`src/rtl/cpu_pkg.sv`:
```
// Shared widths and the issue-queue entry layout used across the core.
package cpu_pkg;

    localparam int unsigned DATA_W = 16;
    localparam int unsigned TAG_W  = 4;
    localparam int unsigned OPC_W  = 4;
    localparam int unsigned IMM_W  = 8;

    typedef struct packed {
        logic              valid;
        logic [TAG_W-1:0]  rob_idx;
        logic [OPC_W-1:0]  opcode;
        logic [IMM_W-1:0]  imm;
        logic              a_valid;
        logic [DATA_W-1:0] a_value;
        logic [TAG_W-1:0]  a_owner;
        logic              b_valid;
        logic [DATA_W-1:0] b_value;
        logic [TAG_W-1:0]  b_owner;
    } iq_entry_t;

endpackage

```
`src/rtl/iq_age_select.sv`:
```
// Combinational oldest-ready picker: smallest (rob_idx - rob_head) wins,
// ties resolved towards the lowest entry index.
module iq_age_select
    import cpu_pkg::*;
#(
    parameter int unsigned DEPTH = 4
) (
    input  logic [DEPTH-1:0]            ready,
    input  logic [DEPTH-1:0][TAG_W-1:0] tags,
    input  logic [TAG_W-1:0]            rob_head,
    output logic [DEPTH-1:0]            grant,
    output logic                        any_ready
);

    logic [TAG_W-1:0] best_age;
    logic [TAG_W-1:0] age;

    always_comb begin
        grant     = '0;
        any_ready = 1'b0;
        best_age  = '0;
        age       = '0;
        for (int i = 0; i < DEPTH; i++) begin
            age = tags[i] - rob_head;
            // Strict compare keeps the lower index on equal age.
            if (ready[i] && (!any_ready || age < best_age)) begin
                grant     = '0;
                grant[i]  = 1'b1;
                any_ready = 1'b1;
                best_age  = age;
            end
        end
    end

endmodule

```
`src/rtl/issue_queue.sv`:
```
// Issue queue: holds dispatched micro-ops, snoops the CDB for missing operands
// and issues the oldest ready op through a registered valid/ready stage.
module issue_queue
    import cpu_pkg::*;
#(
    parameter int unsigned DEPTH   = 4,
    parameter int unsigned NUM_CDB = 4
) (
    input  logic                        clk,
    input  logic                        rst_n,
    input  logic                        flush,
    input  logic [TAG_W-1:0]            rob_head,
    input  logic                        in_valid,
    output logic                        in_ready,
    input  logic [TAG_W-1:0]            in_rob_idx,
    input  logic [OPC_W-1:0]            in_opcode,
    input  logic [IMM_W-1:0]            in_imm,
    input  logic                        in_a_valid,
    input  logic                        in_b_valid,
    input  logic [DATA_W-1:0]           in_a_value,
    input  logic [DATA_W-1:0]           in_b_value,
    input  logic [TAG_W-1:0]            in_a_owner,
    input  logic [TAG_W-1:0]            in_b_owner,
    input  logic [NUM_CDB-1:0]          cdb_valid,
    input  logic [NUM_CDB*TAG_W-1:0]    cdb_tag,
    input  logic [NUM_CDB*DATA_W-1:0]   cdb_data,
    output logic                        issue_valid,
    input  logic                        issue_ready,
    output logic [TAG_W-1:0]            issue_rob_idx,
    output logic [OPC_W-1:0]            issue_opcode,
    output logic [IMM_W-1:0]            issue_imm,
    output logic [DATA_W-1:0]           issue_a,
    output logic [DATA_W-1:0]           issue_b,
    output logic [$clog2(DEPTH+1)-1:0]  count
);

    localparam int unsigned CNT_W = $clog2(DEPTH + 1);

    iq_entry_t entries_q [DEPTH];
    iq_entry_t entries_d [DEPTH];
    iq_entry_t in_entry;

    logic [DEPTH-1:0]            ready;
    logic [DEPTH-1:0]            vld;
    logic [DEPTH-1:0]            grant;
    logic [DEPTH-1:0]            free_oh;
    logic [DEPTH-1:0][TAG_W-1:0] tags;
    logic                        any_ready;
    logic                        load;
    logic                        dispatch;
    logic [CNT_W-1:0]            count_q;
    logic [CNT_W-1:0]            count_d;
    logic                        out_valid_q;

    logic [TAG_W-1:0]  sel_rob;
    logic [OPC_W-1:0]  sel_opc;
    logic [IMM_W-1:0]  sel_imm;
    logic [DATA_W-1:0] sel_a;
    logic [DATA_W-1:0] sel_b;

    logic [TAG_W-1:0]  out_rob_q;
    logic [OPC_W-1:0]  out_opc_q;
    logic [IMM_W-1:0]  out_imm_q;
    logic [DATA_W-1:0] out_a_q;
    logic [DATA_W-1:0] out_b_q;

    // Returns {valid, value}; the lowest matching CDB channel wins.
    function automatic logic [DATA_W:0] snoop(
        input logic                      v,
        input logic [DATA_W-1:0]         value,
        input logic [TAG_W-1:0]          owner,
        input logic [NUM_CDB-1:0]        cv,
        input logic [NUM_CDB*TAG_W-1:0]  ct,
        input logic [NUM_CDB*DATA_W-1:0] cd
    );
        logic [DATA_W:0] r;
        r = {v, value};
        if (!v) begin
            for (int k = NUM_CDB - 1; k >= 0; k--) begin
                if (cv[k] && ct[k*TAG_W +: TAG_W] == owner) begin
                    r = {1'b1, cd[k*DATA_W +: DATA_W]};
                end
            end
        end
        return r;
    endfunction

    assign in_ready    = (count_q < CNT_W'(DEPTH));
    assign dispatch    = in_valid & in_ready;
    assign load        = any_ready & (~out_valid_q | issue_ready);
    assign count       = count_q;
    assign issue_valid = out_valid_q;

    always_comb begin
        for (int i = 0; i < DEPTH; i++) begin
            vld[i]   = entries_q[i].valid;
            ready[i] = entries_q[i].valid & entries_q[i].a_valid & entries_q[i].b_valid;
            tags[i]  = entries_q[i].rob_idx;
        end
    end

    // Lowest clear bit of the occupancy vector.
    assign free_oh = ~vld & (vld + DEPTH'(1));

    iq_age_select #(
        .DEPTH (DEPTH)
    ) u_age_select (
        .ready     (ready),
        .tags      (tags),
        .rob_head  (rob_head),
        .grant     (grant),
        .any_ready (any_ready)
    );

    always_comb begin
        sel_rob = '0;
        sel_opc = '0;
        sel_imm = '0;
        sel_a   = '0;
        sel_b   = '0;
        for (int i = 0; i < DEPTH; i++) begin
            if (grant[i]) begin
                sel_rob = entries_q[i].rob_idx;
                sel_opc = entries_q[i].opcode;
                sel_imm = entries_q[i].imm;
                sel_a   = entries_q[i].a_value;
                sel_b   = entries_q[i].b_value;
            end
        end
    end

    always_comb begin
        in_entry         = '0;
        in_entry.valid   = 1'b1;
        in_entry.rob_idx = in_rob_idx;
        in_entry.opcode  = in_opcode;
        in_entry.imm     = in_imm;
        in_entry.a_owner = in_a_owner;
        in_entry.b_owner = in_b_owner;
        {in_entry.a_valid, in_entry.a_value} =
            snoop(in_a_valid, in_a_value, in_a_owner, cdb_valid, cdb_tag, cdb_data);
        {in_entry.b_valid, in_entry.b_value} =
            snoop(in_b_valid, in_b_value, in_b_owner, cdb_valid, cdb_tag, cdb_data);
    end

    always_comb begin
        for (int i = 0; i < DEPTH; i++) begin
            entries_d[i] = entries_q[i];
            {entries_d[i].a_valid, entries_d[i].a_value} = snoop(entries_q[i].a_valid,
                entries_q[i].a_value, entries_q[i].a_owner, cdb_valid, cdb_tag, cdb_data);
            {entries_d[i].b_valid, entries_d[i].b_value} = snoop(entries_q[i].b_valid,
                entries_q[i].b_value, entries_q[i].b_owner, cdb_valid, cdb_tag, cdb_data);
            if (load && grant[i]) begin
                entries_d[i].valid = 1'b0;
            end
            if (dispatch && free_oh[i]) begin
                entries_d[i] = in_entry;
            end
        end
    end

    always_comb begin
        count_d = count_q;
        unique case ({dispatch, load})
            2'b10:   count_d = count_q + CNT_W'(1);
            2'b01:   count_d = count_q - CNT_W'(1);
            default: count_d = count_q;
        endcase
    end

    always_ff @(posedge clk or negedge rst_n) begin
        if (!rst_n) begin
            for (int i = 0; i < DEPTH; i++) begin
                entries_q[i] <= '0;
            end
            count_q     <= '0;
            out_valid_q <= 1'b0;
        end else if (flush) begin
            for (int i = 0; i < DEPTH; i++) begin
                entries_q[i].valid <= 1'b0;
            end
            count_q     <= '0;
            out_valid_q <= 1'b0;
        end else begin
            for (int i = 0; i < DEPTH; i++) begin
                entries_q[i] <= entries_d[i];
            end
            count_q <= count_d;
            if (load) begin
                out_valid_q <= 1'b1;
            end else if (issue_ready) begin
                out_valid_q <= 1'b0;
            end
        end
    end

    always_ff @(posedge clk or negedge rst_n) begin
        if (!rst_n) begin
            out_rob_q <= '0;
            out_opc_q <= '0;
            out_imm_q <= '0;
            out_a_q   <= '0;
            out_b_q   <= '0;
        end else if (load && !flush) begin
            out_rob_q <= sel_rob;
            out_opc_q <= sel_opc;
            out_imm_q <= sel_imm;
            out_a_q   <= sel_a;
            out_b_q   <= sel_b;
        end
    end

    assign issue_rob_idx = out_rob_q;
    assign issue_opcode  = out_opc_q;
    assign issue_imm     = out_imm_q;
    assign issue_a       = out_a_q;
    assign issue_b       = out_b_q;

endmodule

```
`config.mk`:
```
export PLATFORM = sky130hd
export DESIGN_NAME = issue_queue
export DESIGN_NICKNAME = d
export VERILOG_FILES = /design/src/rtl/cpu_pkg.sv /design/src/rtl/iq_age_select.sv /design/src/rtl/issue_queue.sv
export SDC_FILE = /design/constraint.sdc
export NUM_CORES = 1
export LEC_CHECK = 0
export CAP_MARGIN = 40
export CORE_UTILIZATION = 30
export CTS_CLUSTER_DIAMETER = 150
export DETAILED_ROUTE_END_ITERATION = 6
export GPL_TIMING_DRIVEN = 1
export SLEW_MARGIN = 20
export SYNTH_ARGS = -nofsm -noshare
export SYNTH_HDL_FRONTEND = slang
export SYNTH_SLANG_ARGS = --single-unit
```
`constraint.sdc`:
```
create_clock -name clk -period 7.8 [get_ports clk]
set_input_delay 1.17 -clock clk [delete_from_list [all_inputs] [get_ports clk]]
set_output_delay 1.17 -clock clk [all_outputs]
set_load 0.005 [all_outputs]
```
**Word level (Yosys, flattened, before mapping)**

Cells that the tools add are included.

- Flip-flop bits (word level): 288
- Logic and storage cells: 306
- Bits of input ports: 151

- $add $sub $neg: 7
- $lt $le $gt $ge: 4
- Mux-type cells: 98
- Reductions and logical operators: 85
- Bitwise logic cells: 15
- Eq/ne operators: 50

Operators by type and width:

| cell | count |
|---|---|
| 17-bit 2-to-1 mux | 50 |
| 59-bit 2-to-1 mux | 4 |
| 4-bit == test | 40 |
| 16-bit 2-to-1 mux | 8 |
| 4-bit 2-to-1 mux | 14 |
| 1-bit logical AND | 52 |
| 5-bit nonzero test | 8 |
| 8-bit 2-to-1 mux | 4 |
| 3-bit AND reduction | 8 |
| 3-bit nonzero test | 6 |
| 1-bit 2-to-1 mux | 16 |
| 2-bit by 1-bit != test with 1-bit output, second input constant | 8 |
| 4-bit subtractor | 4 |
| 4-bit less-than comparator | 3 |
| 1-bit bitwise AND | 10 |
| 2-bit AND reduction | 4 |
| 3-bit case mux with 2 select lines | 1 |
| 4-bit by 1-bit adder with 4-bit output, second input constant | 1 |
| 4-bit bitwise AND | 1 |
| 1-bit zero test | 4 |
| 4-bit inverter | 1 |
| 3-bit by 1-bit adder with 3-bit output, second input constant | 1 |
| 1-bit logical OR | 3 |
| 3-bit less-than comparator, second input constant | 1 |
| 6 further kinds | 7 |

**Logic depth before layout (Yosys ltp)**

Gate-level depths: netlist of run 1.

- Depth in word-level cells: 20
- Gate-level depth with buffers: 36

**Cells and area by module**

A second synthesis of run 1 with hierarchy kept.

- Cell total of the unflattened synthesis: 2585
- Area, all modules: 21130.3 um^2

By module, submodules not included:

| module | cells an instance | seq. area each (um^2) | area an instance (um^2) | instances |
|---|---|---|---|---|
| issue_queue | 2475 | 7206.9 | 20241.9 | 1 |
| iq_age_select | 110 | 0.0 | 888.4 | 1 |

**Worst setup path before layout of run 1**

OpenSTA, ideal clock, no wires.

- Path type: input -> register
- Start point: input port rob_head[1]
- End point: register out_b_q[15], in the netlist issue_b[15]
- Cell stages on the path: 35
- Slack: 0.169 ns
- Buffers on the path: 7
- Data arrival time: 7.503 ns
- Data required time: 7.672 ns
- Cells stage by stage: inv_1 -> ha_1 -> a21o_1 -> a21oi_1 -> xnor2_1 -> nand2_1 -> ha_1 -> o211ai_1 -> o211ai_1 -> clkbuf_1 -> nand2_1 -> clkbuf_1 -> nor2_1 -> a21oi_1 -> ha_1 -> a21oi_1 -> nand4b_1 -> a2111oi_0 -> a211oi_1 -> clkbuf_1 -> buf_1 -> nor2_1 -> a21o_1 -> ha_1 -> and3_1 -> nand2_1 -> a21oi_1 -> or4_1 -> a211o_1 -> buf_2 -> and2_1 -> buf_6 -> buf_2 -> o21ai_0 -> a22oi_2

- Cells in the longest elaborated chain, start to end: 18
- Elaborated cells on any way between the ends: 30
- Classes of those cells: add/sub: 4; order compare: 3; mux: 13; bitwise: 1; reduce/logical: 9

Ends and longest elaborated chain:

| item | RTL line | text |
|---|---|---|
| start, declared | issue_queue.sv:12 | `input logic [TAG_W-1:0] rob_head,` |
| 4-bit subtractor | iq_age_select.sv:24 | `age = tags[i] - rob_head;` |
| 4-bit 2-to-1 mux | iq_age_select.sv:26 | `if (ready[i] && (!any_ready \|\| age < best_age)) begin` |
| 4-bit less-than comparator | iq_age_select.sv:26 |  |
| 1-bit logical OR | iq_age_select.sv:26 |  |
| 1-bit logical AND | iq_age_select.sv:26 |  |
| 4-bit 2-to-1 mux / 1-bit 2-to-1 mux (equally long branches) | iq_age_select.sv:26 |  |
| 4-bit less-than comparator / 1-bit zero test (equally long branches) | iq_age_select.sv:26 |  |
| 1-bit logical OR | iq_age_select.sv:26 |  |
| 1-bit logical AND | iq_age_select.sv:26 |  |
| 4-bit 2-to-1 mux / 1-bit 2-to-1 mux (equally long branches) | iq_age_select.sv:26 |  |
| 4-bit less-than comparator / 1-bit zero test (equally long branches) | iq_age_select.sv:26 |  |
| 1-bit logical OR | iq_age_select.sv:26 |  |
| 1-bit logical AND | iq_age_select.sv:26 |  |
| 4-bit 2-to-1 mux | iq_age_select.sv:26 |  |
| 16-bit 2-to-1 mux (4 in a row) | issue_queue.sv:122 | `if (grant[i]) begin` |
| end signal, assigned | issue_queue.sv:209 | `out_b_q <= sel_b;` |
| end, declared | issue_queue.sv:65 | `logic [DATA_W-1:0] out_b_q;` |

Several ways; a longest one is shown, not always the timed one.
A chain may end at the register's enable or synchronous reset.

**Worst setup path after layout of run 1**

Same ends and word-level chain as after synthesis.

==> impl_results.md, run 1 <==
* RSZ-0062 raised after global routing: no
* Die width at 265 um
* Sw frac at 39.1%
* CP top delay family: compound AO/OA/AOI/OAI gates
* Die area at 70000 um2
* Ports at 204
* Mux contribution to synthesized area at around 8.5%
* Clock sink total at about 290
* Grt total ovfl at 0
* P_int at 4.29 mW
* Status: complete, but fails checks
* Initial core utilization at between 30% and 40%
* Worst Skew at ~0.037 ns
* Chip height at between 200 and 300 um
* Sequential fraction of the synthesis area at 34.8%
* Synth Cell Area at about 21000 um2
* Combinational power share at ~40%
* Post-synth EDFFs at 0
* Synthesis-stage register bit count at ~290
* Syn_area_per_cell at between 8 and 9 um2
* Largest stage delay, worst path at roughly 0.47 ns
* CTS root buf: clkbuf_16
* Reg2Reg Depth at 27
* DP HPWL at 66.6 mm
* Routed wire per std cell at approximately 28 um
* Power after layout at roughly 7.1 mW
* Slew margin rel. at 30.1%
* Number of global-route vias before repair at approximately 20000
* Part of the power in the clock network at 24.2%
* Commonest cells post-synth: dfrtp_1 (288), clkbuf_1 (225), nand2_1 (201)
* TritonRoute pass-1 iters at 7
* Post-synthesis compound-gate area fraction at 26.7%
* Port Buffers at roughly 200
* Post-route DRC at 3
* Largest net degree at the start of global routing at 137
* Layout cells sized above 1 at 13.6%
* Most frequent cell after synthesis: dfrtp_1
* CTS Buffer Depth at 3
* Worst hold path class: reg2reg
* LEAKAGE at between 9 and 10 nW
* Clock transition at path regs at 0.05 ns
* Post-Route WL at 92.9 mm
* Warnings, synthesis at 0
* Slew @ Worst Pin at roughly 1.0 ns
* Worst Path Max Fanout at 12
* Main area contributors after synthesis: dfrtp_1 (35%), mux2_2 (6.8%), a221oi_1 (5.2%)
* Worst path depth at 29
* Yosys top cell area share at between 30% and 40%
* Buf/Inv on CP at 4
* Fmax achieved at 0.140 GHz
* Slew Viols, Final at 0
* Netlist cell types at 65
* Synth Flop Type: dfrtp_1
* Post-synthesis simple-gate area fraction at 14.4%
* Num rows at between 90 and 100
* Worst r2r dst: issue_b[15]$_DFFE_PN0P_
* Final Instance Area at 24700 um2
* CTS buffer count at 36
* XOR/XNOR Fraction of Synth Area at under 10%
* CTS Hold Bufs at 0
* Worst setup path endpoint: issue_b[15]$_DFFE_PN0P_
* Critical path arrival at between 7 and 8 ns
* Final period utilization at between 90% and 100%
* R2r setup slk at ~1.3 ns
* Crit start category: primary input
* Final min period at just over 7 ns
* Routability Congestion at between 0.9 and 1
* Area leader, netlist: dfrtp_1
* Slowest CP cell: or4_1
* Layout area overhead at 19.5%
* CTS tree: yes
* Core region area at 67600 um2
* CP Class: in2reg
* CP Data Required Time at about 8 ns
* Nets at about 2600
* Reg-to-reg startpoint: entries_q[232]$_DFFE_PN0P_
* Syn_nets at 2602
* Pwr dens at 285 nW/um2
* NetSw at around 2.8 mW
* Total negative slack at 0 ns
* Number of setup buffers added after CTS at 0
* Initial antenna violation count at 2
* Instance count of the mapped netlist at 2425
* Clk Latency, worst-skew pair at between 0.5 and 0.6 ns
* Crit. Startpoint: rob_head[1]
* Failing checks: design-rule violations
* First-pass GRT wire length at 138 mm
* Worst Hold Margin at 0.485 ns
* Vias at 20700
* Initial DRC Count at 2605
* Crit path capture type: register
* H-tree Lvls at 2
* DR vias/cell at just over 6
* Max VDD drop at around 0.15 mV
* Number of max-cap violations at 0
* Adder-cell share of the synthesized area at under 10%
* Hold Violations, Final at 0
* Ys async rst share at 100%
* Setup-failing EPs final at 0
* Largest family of logic cells by synthesized area: compound AO/OA/AOI/OAI gates
* Sequential share of power at around 36%
* Post-CTS Resized at 0
* Detail Route Antenna Nets at 0
* Area post-placement at ~23000 um2
* GRT Overall Usage at a little over a quarter
-- per-layer routing --
layer	GRT usage, %	routed length [um]	part of all wire, %
met5	0	27	0.029
met4	12.1	4910	5.3
met3	4.44	6520	7.0
met2	42.6	43400	47
met1	33.8	38100	41
-- worst min-delay path by stage --
stage	start	end	slack, ns	cells after the start
3_3_place_gp	entries_q[156]$_DFFE_PN0P_	entries_q[156]$_DFFE_PN0P_	0.47	2
2_1_floorplan	entries_q[155]$_DFFE_PN0P_	entries_q[155]$_DFFE_PN0P_	0.45	2
6_report	entries_q[146]$_DFFE_PN0P_	entries_q[146]$_DFFE_PN0P_	0.49	2
3_5_place_dp	entries_q[150]$_DFFE_PN0P_	entries_q[150]$_DFFE_PN0P_	0.47	2
4_1_cts	entries_q[156]$_DFFE_PN0P_	entries_q[156]$_DFFE_PN0P_	0.49	2
5_1_grt	entries_q[154]$_DFFE_PN0P_	entries_q[154]$_DFFE_PN0P_	0.51	2
-- layout make-up --
type,instances,area [um2]
Sequential cell,288,7210
Timing Repair Buffer,287,2860
Antenna cell,1,2.50
Multi-Input combinational cell,1803,12300
Tap cell,873,1090
Fill cell,6817,42900
Clock buffer,52,1040
Clock inverter,12,148
Inverter,27,101
-- power groups by stage --
stage | Clock (mW) | Combinational, mW | Sequential, mW
after CTS | 1.74 | 2.79 | 2.52
after detailed placement | 0 | 2.78 | 2.54
after floorplan | 0 | 1.82 | 2.30
final | 1.71 | 2.83 | 2.51
after global placement | 0 | 2.67 | 2.53
after global routing | 1.80 | 3.07 | 2.58
-- logic make-up after synthesis --
kind of cell               after synthesis
AOI/OAI and AO/OA                      792
and+or+nand+nor                        653
buffers and inverters                  334
DFF                                    288
xor gates and xnor gates               171
muxes                                  161
adders and majority gates               26
-- state kept, by name (all words and copies together) (netlist names) --
name           count
issue_valid        1
issue_a           16
entries_q        236
issue_rob_idx      4
issue_opcode       4
count              3
issue_imm          8
issue_b           16
-- layout by cell type (no fill, tap or decap), types with 17 or more instances in the layout --
cell type / instances
a211o_1: 33
mux2_2: 125
o21ai_0: 51
nor2_1: 184
o211ai_1: 44
clkdlybuf4s50_1: 202
o31ai_1: 18
dfrtp_1: 288
inv_1: 26
buf_4: 53
a31oi_1: 58
xnor2_1: 49
a21oi_1: 197
nand2b_1: 27
a31o_2: 17
nand2_1: 200
o221ai_1: 32
ha_1: 21
mux2i_1: 36
xor2_1: 122
o32a_1: 30
nor3_1: 68
o22ai_1: 122
a221oi_1: 122
nand3_1: 79
clkbuf_16: 36
-- worst reg2reg max path: stages (launching register included) --
cell	delay, ns
dfrtp_1	0.44
ha_1	0.30
a21o_1	0.16
a21oi_1	0.19
xnor2_1	0.14
nand2_1	0.09
ha_1	0.35
o211ai_1	0.13
o211ai_1	0.27
nand2_2	0.16
a21oi_1	0.27
ha_1	0.29
a21oi_1	0.24
nand4b_1	0.16
a2111oi_0	0.42
buf_4	0.19
a211oi_4	0.08
nand2_1	0.11
o21ai_0	0.08
ha_1	0.30
and3_1	0.21
nand2_1	0.08
a21oi_1	0.04
or4_1	0.47
a211o_1	0.32
and2_1	0.37
a32oi_1	0.33
a22oi_2	0.11
-- through the flow --
step	setup slack (ns)	utilization (%)	std cells
after floorplan	0.169	-	2425
after global placement	0.368	34.2	3245
after detailed placement	0.175	34.6	3269
after CTS	0.711	36.4	3333
after global routing	0.206	36.5	3342
final	0.656	36.5	3343
(Power assumes the default switching activity.)
==> run 2, diff against run 1 <==
--- a/config.mk
+++ b/config.mk
@@ -7,6 +7,7 @@
 export LEC_CHECK = 0
 export CAP_MARGIN = 40
 export CORE_UTILIZATION = 30
+export CTS_BUF_LIST = sky130_fd_sc_hd__clkbuf_16
 export CTS_CLUSTER_DIAMETER = 150
 export DETAILED_ROUTE_END_ITERATION = 6
 export GPL_TIMING_DRIVEN = 1
==> impl_results.md, run 2 (same netlist as run 1, synthesis figures left out) <==
* Critical path arrival at ~7.6 ns
* Die area at approximately 70000 um2
* Port Buffers at roughly 200
* Vias at 20700
* Slew margin rel. at 30.1%
* Max FFs per register at 236
* Number of max-cap violations at 0
* RSZ-0062 raised after global routing: no
* Num rows at 95
* Combinational power share at approximately two fifths
* Final period utilization at around nine tenths
* TritonRoute pass-1 iters at 6
* Sequential share of power at 36.1%
* Worst Skew at 0.0363 ns
* Part of the power in the clock network at 23.2%
* Nets at between 2000 and 3000
* Routability Congestion at around 0.98
* Worst Path Max Fanout at 12
* Buf/Inv on CP at 4
* DR vias/cell at slightly above 6
* Hold Violations, Final at 0
* LEAKAGE at around 9.5 nW
* Crit start category: primary input
* Total negative slack at 0 ns
* Clock transition at path regs at roughly 0.06 ns
* Initial DRC Count at roughly 2600
* Slew Viols, Final at 0
* CTS Buffer Depth at 3
* Chip height at between 200 and 300 um
* CTS Hold Bufs at 0
* Fmax achieved at roughly 0.14 GHz
* Slowest CP cell: or4_1
* CP Data Required Time at between 8 and 9 ns
* H-tree Lvls at 2
* Non-Filler Instances at 3343
* Routed wire per std cell at around 28 um
* First-pass GRT wire length at roughly 140 mm
* Initial core utilization at a little under a third
* Post-route DRC at 0
* Post-Route WL at 93.0 mm
* Final min period at 7.16 ns
* Sw frac at approximately two fifths
* Pwr dens at 283 nW/um2
* Clk Latency, worst-skew pair at roughly 0.59 ns
* Core region area at 67600 um2
* Crit path capture type: register
* Clock sink total at 288
* Layout cells sized above 1 at around an eighth
* Ports at about 200
* CTS tree: yes
* CP top delay family: compound AO/OA/AOI/OAI gates
* Number of setup buffers added after CTS at 0
* CP Class: in2reg
* Most common library cell in the layout ignoring fill and taps: dfrtp_1
* Slew @ Worst Pin at 1.03 ns
* GRT Overall Usage at a little over a quarter
* DP HPWL at roughly 67 mm
* Die width at ~260 um
* Largest stage delay, worst path at 0.48 ns
* P_int at ~4.2 mW
* CTS root buf: clkbuf_16
* Dpl cells at 3269
* NetSw at approximately 2.8 mW
* Largest net degree at the start of global routing at 137
* Worst hold path class: reg2reg
* Top reg by flops: entries_q
* Detail Route Antenna Nets at 0
* Leading cell types in the layout, fill and taps excluded: dfrtp_1 (288), clkdlybuf4s50_1 (202), nand2_1 (200)
* Post-CTS Resized at 0
* Max VDD drop at between 0.15 and 0.2 mV
* Number of global-route vias before repair at approximately 20000
* Initial antenna violation count at 3
* Grt total ovfl at 0
* Layout area overhead at 19.1%
* Setup-failing EPs final at 0
* Status: finished, final reports clean
* CTS buffer count at 36
## run 2: worst paths after layout
kind	to	depth (start not counted)	slack, ns	start
min in group asynchronous	entries_q[135]$_DFFE_PN0P_	1	0.62	rst_n
min	entries_q[146]$_DFFE_PN0P_	2	0.48	entries_q[146]$_DFFE_PN0P_
max in group asynchronous	entries_q[172]$_DFFE_PN0P_	2	5.87	rst_n
min reg2reg	entries_q[146]$_DFFE_PN0P_	2	0.48	entries_q[146]$_DFFE_PN0P_
max	issue_b[15]$_DFFE_PN0P_	29	0.64	rob_head[1]
max reg2reg	issue_b[15]$_DFFE_PN0P_	27	1.31	entries_q[232]$_DFFE_PN0P_
## run 2: per-stage QoR
step | setup slack (ns) | total power, mW | util (%) | cell area (um2) | hold WS [ns]
3_3_place_gp | 0.368 | 5.20 | 34.2 | 23100 | 0.468
6_report | 0.642 | 6.96 | 36.4 | 24600 | 0.482
5_1_grt | 0.206 | 7.37 | 36.4 | 24600 | 0.511
4_1_cts | 0.711 | 6.96 | 36.3 | 24500 | 0.488
3_5_place_dp | 0.175 | 5.32 | 34.6 | 23400 | 0.474
2_1_floorplan | 0.169 | 4.11 | - | 20700 | 0.450
## run 2: cell type report
cell class	instances	area (um2)
Antenna cell	1	2.50
Clock buffer	36	901
Clock inverter	28	208
Fill cell	6820	43000
Inverter	27	101
Multi-Input combinational cell	1803	12300
Sequential cell	288	7210
Tap cell	873	1090
Timing Repair Buffer	287	2860
## run 2: power groups by stage
stage / Combinational [mW] / Sequential (mW) / Clock, mW
floorplan: 1.82 / 2.30 / 0
global placement: 2.67 / 2.53 / 0
detailed placement: 2.78 / 2.54 / 0
CTS: 2.79 / 2.52 / 1.65
global route: 3.07 / 2.58 / 1.71
finish: 2.83 / 2.51 / 1.62
## run 2: layer usage
metal,global-route usage (%),vias to the layer above,wire [um]
met5,0,-,41
met4,12.4,6,4820
met3,4.85,243,6870
met2,42.6,1083,43500
met1,33.5,10300,37800
li1,-,9056,-
## run 2: worst min-delay path, cell delays in order (launching register included)
cell,delay [ns]
dfrtp_1,0.34
nand2_1,0.04
o21ai_0,0.06
